<file path="src/rtl/cotm32_pkg.sv">
// cotm32_pkg: shared constants and types for the cotm32 core and its MMIO
// peripherals.
//   XLEN            - data/address width.
//   CLINT_BASE_ADDR - byte base of the CLINT window.
//   CLINT_MEM_SIZE  - CLINT window size in bytes (power of two).
//   CLINT_AW        - CLINT byte-offset width.
//   clint_br_state_e- CLINT bridge FSM states.
//   mmio_req_t      - latched copy of an accepted core request.
package cotm32_pkg;

   localparam int unsigned     XLEN            = 32;
   localparam logic [XLEN-1:0] CLINT_BASE_ADDR = 32'h0200_0000;
   localparam logic [XLEN-1:0] CLINT_MEM_SIZE  = 32'h0001_0000;
   localparam int unsigned     CLINT_AW        = $clog2(CLINT_MEM_SIZE);

   typedef enum logic [1:0] {
      IDLE = 2'd0,
      RD   = 2'd1,
      WR   = 2'd2,
      RESP = 2'd3
   } clint_br_state_e;

   // addr holds the byte offset into the CLINT window, not the full core
   // address: the window check happens at accept time, so only the offset
   // is needed afterwards.
   typedef struct packed {
      logic [CLINT_AW-1:0] addr;
      logic                we;
      logic [XLEN/8-1:0]   be;
      logic [XLEN-1:0]     wdata;
   } mmio_req_t;

endpackage

</file>
<file path="src/rtl/mmio_byte_merge.sv">
// mmio_byte_merge: combinational byte-lane merge for read-modify-write on
// word-only MMIO register ports.
//   i_old    - word currently held by the peripheral.
//   i_new    - lane-aligned store data.
//   i_be     - byte enables; lane k comes from i_new when i_be[k] is set.
//   o_merged - word to write back.
module mmio_byte_merge #(
   parameter int unsigned W = 32
) (
   input  logic [W-1:0]   i_old,
   input  logic [W-1:0]   i_new,
   input  logic [W/8-1:0] i_be,
   output logic [W-1:0]   o_merged
);

   always_comb begin
      o_merged = i_old;
      for (int k = 0; k < W/8; k++) begin
         if (i_be[k]) o_merged[8*k +: 8] = i_new[8*k +: 8];
      end
   end

endmodule

</file>
<file path="src/rtl/clint_mmio_bridge.sv">
// clint_mmio_bridge: converts core data-port loads/stores in the CLINT window
// into the CLINT's word-wide register port, doing read-modify-write for
// sub-word stores. One response per request; err flags out-of-window or
// misaligned accesses.
//   i_clk, i_rst        - clock, synchronous active-low reset.
//   i_req_* / o_req_ready   - core request channel (valid/ready).
//   o_resp_* / i_resp_ready - core response channel (valid/ready).
//   o_clint_addr/we/wdata   - CLINT register port outputs.
//   i_clint_rdata           - CLINT read data, combinational from o_clint_addr.
module clint_mmio_bridge #(
   parameter int unsigned      XLEN       = cotm32_pkg::XLEN,
   parameter logic [XLEN-1:0]  CLINT_BASE = cotm32_pkg::CLINT_BASE_ADDR,
   parameter logic [XLEN-1:0]  CLINT_SIZE = cotm32_pkg::CLINT_MEM_SIZE,
   parameter int unsigned      CLINT_AW   = $clog2(CLINT_SIZE)
) (
   input  logic                i_clk,
   input  logic                i_rst,
   input  logic                i_req_valid,
   output logic                o_req_ready,
   input  logic [XLEN-1:0]     i_req_addr,
   input  logic                i_req_we,
   input  logic [XLEN/8-1:0]   i_req_be,
   input  logic [XLEN-1:0]     i_req_wdata,
   output logic                o_resp_valid,
   input  logic                i_resp_ready,
   output logic [XLEN-1:0]     o_resp_rdata,
   output logic                o_resp_err,
   output logic [CLINT_AW-1:0] o_clint_addr,
   output logic                o_clint_we,
   output logic [XLEN-1:0]     o_clint_wdata,
   input  logic [XLEN-1:0]     i_clint_rdata
);

   import cotm32_pkg::*;

   clint_br_state_e state_q, state_d;
   mmio_req_t       req_q, req_d;
   logic [XLEN-1:0] cap_q, cap_d;
   logic [XLEN-1:0] rdata_q, rdata_d;
   logic            err_q, err_d;
   logic [XLEN-1:0] req_off;
   logic            req_fault;
   logic            accept;
   logic [XLEN-1:0] merged;

   // Unsigned wrap: an address below the base becomes a huge offset and
   // fails the size check as well.
   assign req_off   = i_req_addr - CLINT_BASE;
   assign req_fault = (i_req_addr < CLINT_BASE) || (req_off >= CLINT_SIZE) ||
                      (i_req_addr[1:0] != 2'b00);

   assign o_req_ready  = i_rst && (state_q == IDLE);
   assign accept       = i_req_valid && o_req_ready;
   assign o_resp_valid = (state_q == RESP);
   assign o_resp_rdata = rdata_q;
   assign o_resp_err   = err_q;

   mmio_byte_merge #(.W(XLEN)) u_merge (
      .i_old    (cap_q),
      .i_new    (req_q.wdata),
      .i_be     (req_q.be),
      .o_merged (merged)
   );

   always_comb begin
      state_d = state_q;
      req_d   = req_q;
      cap_d   = cap_q;
      rdata_d = rdata_q;
      err_d   = err_q;
      case (state_q)
         IDLE: begin
            if (accept) begin
               req_d.addr  = req_off[CLINT_AW-1:0];
               req_d.we    = i_req_we;
               req_d.be    = i_req_be;
               req_d.wdata = i_req_wdata;
               rdata_d     = '0;
               err_d       = 1'b0;
               if (req_fault) begin
                  err_d   = 1'b1;
                  state_d = RESP;
               end else if (!i_req_we) begin
                  state_d = RD;
               end else if (&i_req_be) begin
                  state_d = WR;
               end else if (i_req_be == '0) begin
                  state_d = RESP;
               end else begin
                  state_d = RD;
               end
            end
         end
         RD: begin
            cap_d = i_clint_rdata;
            if (req_q.we) begin
               state_d = WR;
            end else begin
               rdata_d = i_clint_rdata;
               state_d = RESP;
            end
         end
         WR:      state_d = RESP;
         RESP:    if (i_resp_ready) state_d = IDLE;
         default: state_d = IDLE;
      endcase
   end

   // Only aligned in-window requests reach RD/WR, so the latched offset
   // already has its low two bits clear.
   always_comb begin
      o_clint_addr  = '0;
      o_clint_we    = 1'b0;
      o_clint_wdata = '0;
      if (state_q == RD) begin
         o_clint_addr = req_q.addr;
      end else if (state_q == WR) begin
         o_clint_addr  = req_q.addr;
         o_clint_we    = i_rst;
         o_clint_wdata = merged;
      end
   end

   always_ff @(posedge i_clk) begin
      if (!i_rst) begin
         state_q <= IDLE;
         req_q   <= '0;
         cap_q   <= '0;
         rdata_q <= '0;
         err_q   <= 1'b0;
      end else begin
         state_q <= state_d;
         req_q   <= req_d;
         cap_q   <= cap_d;
         rdata_q <= rdata_d;
         err_q   <= err_d;
      end
   end

endmodule
</file>
<file path="config.mk">
export PLATFORM = sky130hd
export DESIGN_NAME = clint_mmio_bridge
export DESIGN_NICKNAME = d
export VERILOG_FILES = /design/src/rtl/cotm32_pkg.sv /design/src/rtl/mmio_byte_merge.sv /design/src/rtl/clint_mmio_bridge.sv
export SDC_FILE = /design/constraint.sdc
export NUM_CORES = 1
export LEC_CHECK = 0
export ABC_AREA = 0
export BUFFER_PORTS_ARGS = -buffer_cell sky130_fd_sc_hd__buf_2
export CAP_MARGIN = 5
export CORE_MARGIN = 1
export CORE_UTILIZATION = 49
export CTS_CLUSTER_DIAMETER = 120
export DETAILED_ROUTE_END_ITERATION = 6
export MAX_ROUTING_LAYER = met4
export PLACE_DENSITY_LB_ADDON = 0.2
export SLEW_MARGIN = 0
export SYNTH_ARGS = -nofsm -noshare
export SYNTH_HDL_FRONTEND = slang
export SYNTH_SLANG_ARGS = --single-unit
</file>
<file path="constraint.sdc">
create_clock -name i_clk -period 2.3 [get_ports i_clk]
set_clock_uncertainty 0.1 [all_clocks]
set_input_delay 0.23 -clock i_clk [delete_from_list [all_inputs] [get_ports i_clk]]
set_output_delay 0.23 -clock i_clk [all_outputs]
set_load 0.01 [all_outputs]
</file>
# --- Word-level counts from Yosys, hierarchy flattened ---
# Cells that the tools add are included.
op_classes:
  n_addsub: 1
  magnitude_cmp: 2
  eq_ne: 6
  mux: 22
  reduce_logical: 12
op_table:
  columns: ["operator", "n"]
  rows:
  - ["32-bit two-way mux", 4]
  - ["32-bit one-hot mux with 2 select lines", 1]
  - ["32-bit by 17-bit >= comparator with 1-bit output, second input constant", 1]
  - ["32-bit by 26-bit < comparator with 1-bit output, second input constant", 1]
  - ["16-bit two-way mux", 2]
  - ["8-bit two-way mux", 4]
  - ["32-bit by 26-bit subtractor with 32-bit output, second input constant", 1]
  - ["2-bit two-way mux", 6]
  - ["2-bit one-hot mux with 4 select lines", 1]
  - ["2-bit equality test, second input constant", 2]
  - ["4-bit zero test", 1]
  - ["1-bit two-way mux", 4]
  - ["2-bit != test, second input constant", 2]
  - ["2-bit AND reduction", 2]
  - ["4-bit AND reduction", 1]
  - ["2-bit nonzero test", 2]
  - ["3-bit AND reduction", 1]
  - ["2-bit by 1-bit equality test with 1-bit output, second input constant", 1]
  - ["1-bit logical AND", 2]
  - ["2-bit zero test", 1]
  - ["1-bit logical OR", 2]
  - ["2-bit by 1-bit != test with 1-bit output, second input constant", 1]
word_totals:
  register_bits: 120
  inputBits: 105
  output_inout_bits: 84
  elab_cells: 51

# --- Longest topological paths before layout ---
depth:
  word_depth: 7
  depth_mapped: 8
  mapped_depth_nobuf: 6

# --- By module ---
# From an unflattened synthesis, not the netlist that was laid out.
hier_totals:
  cells_unflattened: 617
  hier_area_um2: 5301.3
by_module_without_submodules:
  columns: ["mod", "n_inst", "cells_each", "area_per_inst_um2", "seq_area_each_um2"]
  rows:
  - ["clint_mmio_bridge", 1, 581, 4775.8, 2402.3]
  - ["mmio_byte_merge", 1, 36, 525.5, 0.0]

# --- Least setup slack after synthesis ---
# Ideal clock, no wire load.
synth_timing:
  kind: "register -> output"
  start: "register state_q[1]"
  end: "output port o_clint_addr[10]"
  arrival_time_ns: 1.325
  required_ns: 1.970
  path_slack_ns: 0.645
  path_stages_with_launch: 6
  path_buffers: 1
  cell_sequence: "dfxtp_1 inv_1 ha_1 nor2_1 clkbuf_1 nor2b_1"
synth_between:
  elab_chain_cells: 3
  elab_cells_between_ends: 4
  cone_classes: "eq/ne: 2; mux: 2"
synth_lines:
  columns: ["item", "line_no", "rtl"]
  rows:
  - ["start: declaration", "clint_mmio_bridge.sv:36", "clint_br_state_e state_q, state_d;"]
  - ["start signal: assignment", "clint_mmio_bridge.sv:132", "state_q <= state_d;"]
  - ["2-bit equality test", "clint_mmio_bridge.sv:117", "end else if (state_q == WR) begin"]
  - ["16-bit two-way mux", "clint_mmio_bridge.sv:117", null]
  - ["16-bit two-way mux (*)", "clint_mmio_bridge.sv:115", "if (state_q == RD) begin"]
  - ["end: declaration", "clint_mmio_bridge.sv:28", "output logic [CLINT_AW-1:0] o_clint_addr,"]
# Mark *: on every way between the ends. The rest lies on a longest branch, timed or not.

# --- Worst setup path after layout ---
layout_timing:
  start: "register state_q[1]"
  end: "output port o_clint_wdata[30]"
layout_between:
  elab_chain_cells: 3
  elab_cells_between_ends: 4
  cone_classes: "eq/ne: 2; mux: 2"
layout_lines:
  columns: ["item", "line_no", "rtl"]
  rows:
  - ["2-bit equality test", "clint_mmio_bridge.sv:117", null]
  - ["32-bit two-way mux", "clint_mmio_bridge.sv:117", null]
  - ["32-bit two-way mux (*)", "clint_mmio_bridge.sv:115", null]
  - ["end: declaration", "clint_mmio_bridge.sv:30", "output logic [XLEN-1:0] o_clint_wdata,"]
# Marks and branches as above.

==> metrics.md <==
| Metric | Value |
|---|---|
| Delay-heaviest family, CP | buffers and inverters |
| Inserted Diodes | 0 |
| Core area | 9860 um2 |
| Vias in the first global route | approximately 5300 |
| Commonest cells in the netlist | nand2_1 (141), dfxtp_1 (120), nand3_1 (88) |
| Pleak | about 3.5 nW |
| Outcome | completed |
| Dominant synthesized flop cell | dfxtp_1 |
| Setup crit start | state_q[1]$_SDFFE_PN0P_ |
| Sink Count | 120 |
| Number of max-cap violations | 0 |
| Max-slew violation count | 0 |
| Post-Syn Nets | 724 |
| Syn Area/Cell | roughly 8.2 um2 |
| Max VDD drop | 743 uV |
| # nets final | approximately 980 |
| YS warnings | 0 |
| Mapped Cells | 614 |
| Final setup vio count | 0 |
| Reg area | ~2400 um2 |
| Synth cell types | 32 |
| Power per Cell Area | around 1000 nW/um2 |
| WP data required | 1970 ps |
| Root Driver | clkbuf_8 |
| Async S/R FF share, synth | 0 |
| Ratio of cells with drive above 1 in the final layout | 0.275 |
| Die Ht | approximately 100 um |
| Uppermost layer routed | met4 |
| Die W | 104 um |
| Post-Syn Area | 5050 um2 |
| Final period util | 0.934 |
| Die area | ~11000 um2 |
| Via Count | 5211 |
| Post-route minimum period | 2150 ps |
| Slowest CP cell | dfxtp_2 |
| DRT Pass-1 Iters | 4 |
| IO Count | 189 |
| Number of flops mapped to enable cells by yosys | 0 |
| Non-filler cells, final | ~1000 |
| CP Class | reg -> out |
| Port bufs | 188 |
| Total Wirelength | about 15 mm |
| Largest cells by area after synthesis | dfxtp_1 (48%), mux2i_1 (13%), nand2_1 (10%) |
| Worst hold start | i_req_addr[18] |
| Metal2 WL | 7.70 mm |
| DR WL/cell | 14.8 um |
| Met3 WL | 766 um |
| CTS tree | yes |
| FP Rows | 36 |
| Crit path launch type | flop |
| Worst hold path class | in -> reg |
| Detail Placement HPWL | 9.22 mm |
| Synth Register Bits | 120 |
| RSZ-0062 raised after global routing | no |
| Initial antenna violation count | 0 |
| Dpl cells | 900 |
| Critical path, cell by cell | inv_1 > ha_2 > nand2b_1 > buf_6 > nor2_1 > buf_2 |
| Fill count | ~700 |
| Slowest cell delay on critical path | 340 ps |
| Drt drc | 0 |
| Pin count of the biggest net entering global routing | 65 |
| Peak Freq | 465 MHz |
| Worst hold slack | approximately 46 ps |
| M1 wire length | 6.29 mm |
| Worst slew pin tran | 971 ps |
| Placer congestion estimate | around 0.8 |
| Routed vias/inst | 5.12 |
| Total negative slack | 0 ps |
| Total power | 0.00763 W |
| Relative slew margins | 0.353 |
| Worst path bufs/invs | 3 |
| H-tree levels | 4 |
| Clock buffer depth | 2 |
| CP arrival | roughly 1800 ps |
| Critical path peak fanout | 33 |
| Post-synth top area cell | dfxtp_1 |
| Multi-input gate area | 2400 um2 |
| CP endpoint kind | output pin |
| Reg-to-reg startpoint | state_q[0]$_SDFFE_PN0P_ |
| Gr usage total | 0.293 |
| Most common cell in the synthesized netlist | nand2_1 |
| First-pass GRT wire length | roughly 25 mm |
| Gr ovfl total | 0 |
| Cts bufs inserted | 17 |
| Final hold vios | 0 |
| Post-route antenna net violation count | 0 |
| Worst-Skew Late Latency | 500 ps |
| Area Overhead vs Synth | 48.6% |
| Initial core utilization | 0.512 |
| CTS clk-pin slew, worst paths | 60 ps |
| Seq/Total Area, Yosys | 0.475 |
| Setup Buffers After CTS | 0 |
| Synth top area share | 0.475 |
| Drt initial violations | 268 |
## layer usage
metal  vias to the layer above  GRT usage
met5                         -          -
met4                         0      0.117
met3                        26     0.0673
met2                       182      0.506
met1                      2446      0.327
li1                       2557          -
## area by class of cell
type                       count  share of cell area
inverter                       5             0.00250
clock inverter                15              0.0283
sequential                   120               0.320
timing repair buffer         287               0.253
clock buffer                  17              0.0551
multi-input combinational    440               0.319
tap                          133              0.0222
## report_power, final
| group | internal [W] | switching (W) |
|---|---|---|
| combinational | 0.000853 | 0.00125 |
| clock | 0.00178 | 0.00101 |
| sequential | 0.00247 | 0.000263 |
## flip-flops by register name, summed over array words and instances (netlist names)
signal / flops
o_resp_err: 1
cap_q: 32
state_q: 2
o_resp_rdata: 32
req_q: 53
## stage by stage
step           utilization  setup slack (ps)  cell area, um2
4_1_cts              0.761              10.6            7500
6_report             0.762               151            7510
3_5_place_dp         0.611               251            6020
3_3_place_gp         0.611               361            6020
5_1_grt              0.762              41.6            7510
2_1_floorplan            -               645            5050
## tightest hold or removal path: stages
cell	delay [ps]
buf_2	70
nor4_1	30
nand3_1	70
nor2_1	70
o21ai_0	140
## path summary, 6_finish.rpt
kind                        endpoint  slack (ps)  cells after the start
min reg2reg   req_q[44]$_SDFFE_PN0P_         350                      2
max                o_clint_wdata[30]         150                      6
max reg2reg   req_q[34]$_SDFFE_PN0P_         240                      5
min          o_resp_err$_SDFFE_PN0P_          50                      5
## cell usage in the layout, fill, tap and decap left out, types with 2 or more instances in the layout
cell	synthesis	routed
a21oi_1	33	33
nand3_1	88	88
clkinv_4	0	5
nor2b_1	18	18
inv_1	5	4
clkbuf_16	0	16
o211ai_1	2	2
nand2b_1	3	3
nor4_1	2	2
buf_2	22	188
bufinv_16	0	4
ha_1	5	4
nand2_1	141	141
or4_1	2	2
buf_4	3	13
nor2_2	0	2
nor4b_1	2	2
nor2_1	68	66
dfxtp_1	120	119
dlygate4sd3_1	0	85
inv_6	0	5
mux2i_1	64	64
## repair_timing
action / in CTS / in global routing
endpoints found under the setup margin: 0 / 33
endpoints found under the hold margin: 119 / 0
hold buffers: 85 / 0
gates resized for setup: 0 / 4
## kinds of logic (layout without fill, tap and decap cells)
family | Yosys count | in the layout | share of synthesized area
and+or+nand+nor | 329 | 329 | 0.284
muxes | 64 | 64 | 0.127
AOI/OAI and AO/OA | 41 | 41 | 0.0473
DFF | 120 | 120 | 0.475
xor gates and xnor gates | 1 | 1 | 0.00173
adders and majority gates | 5 | 5 | 0.0124
buffers and inverters | 54 | 324 | 0.0525
Power figures use the tool's default switching activity.
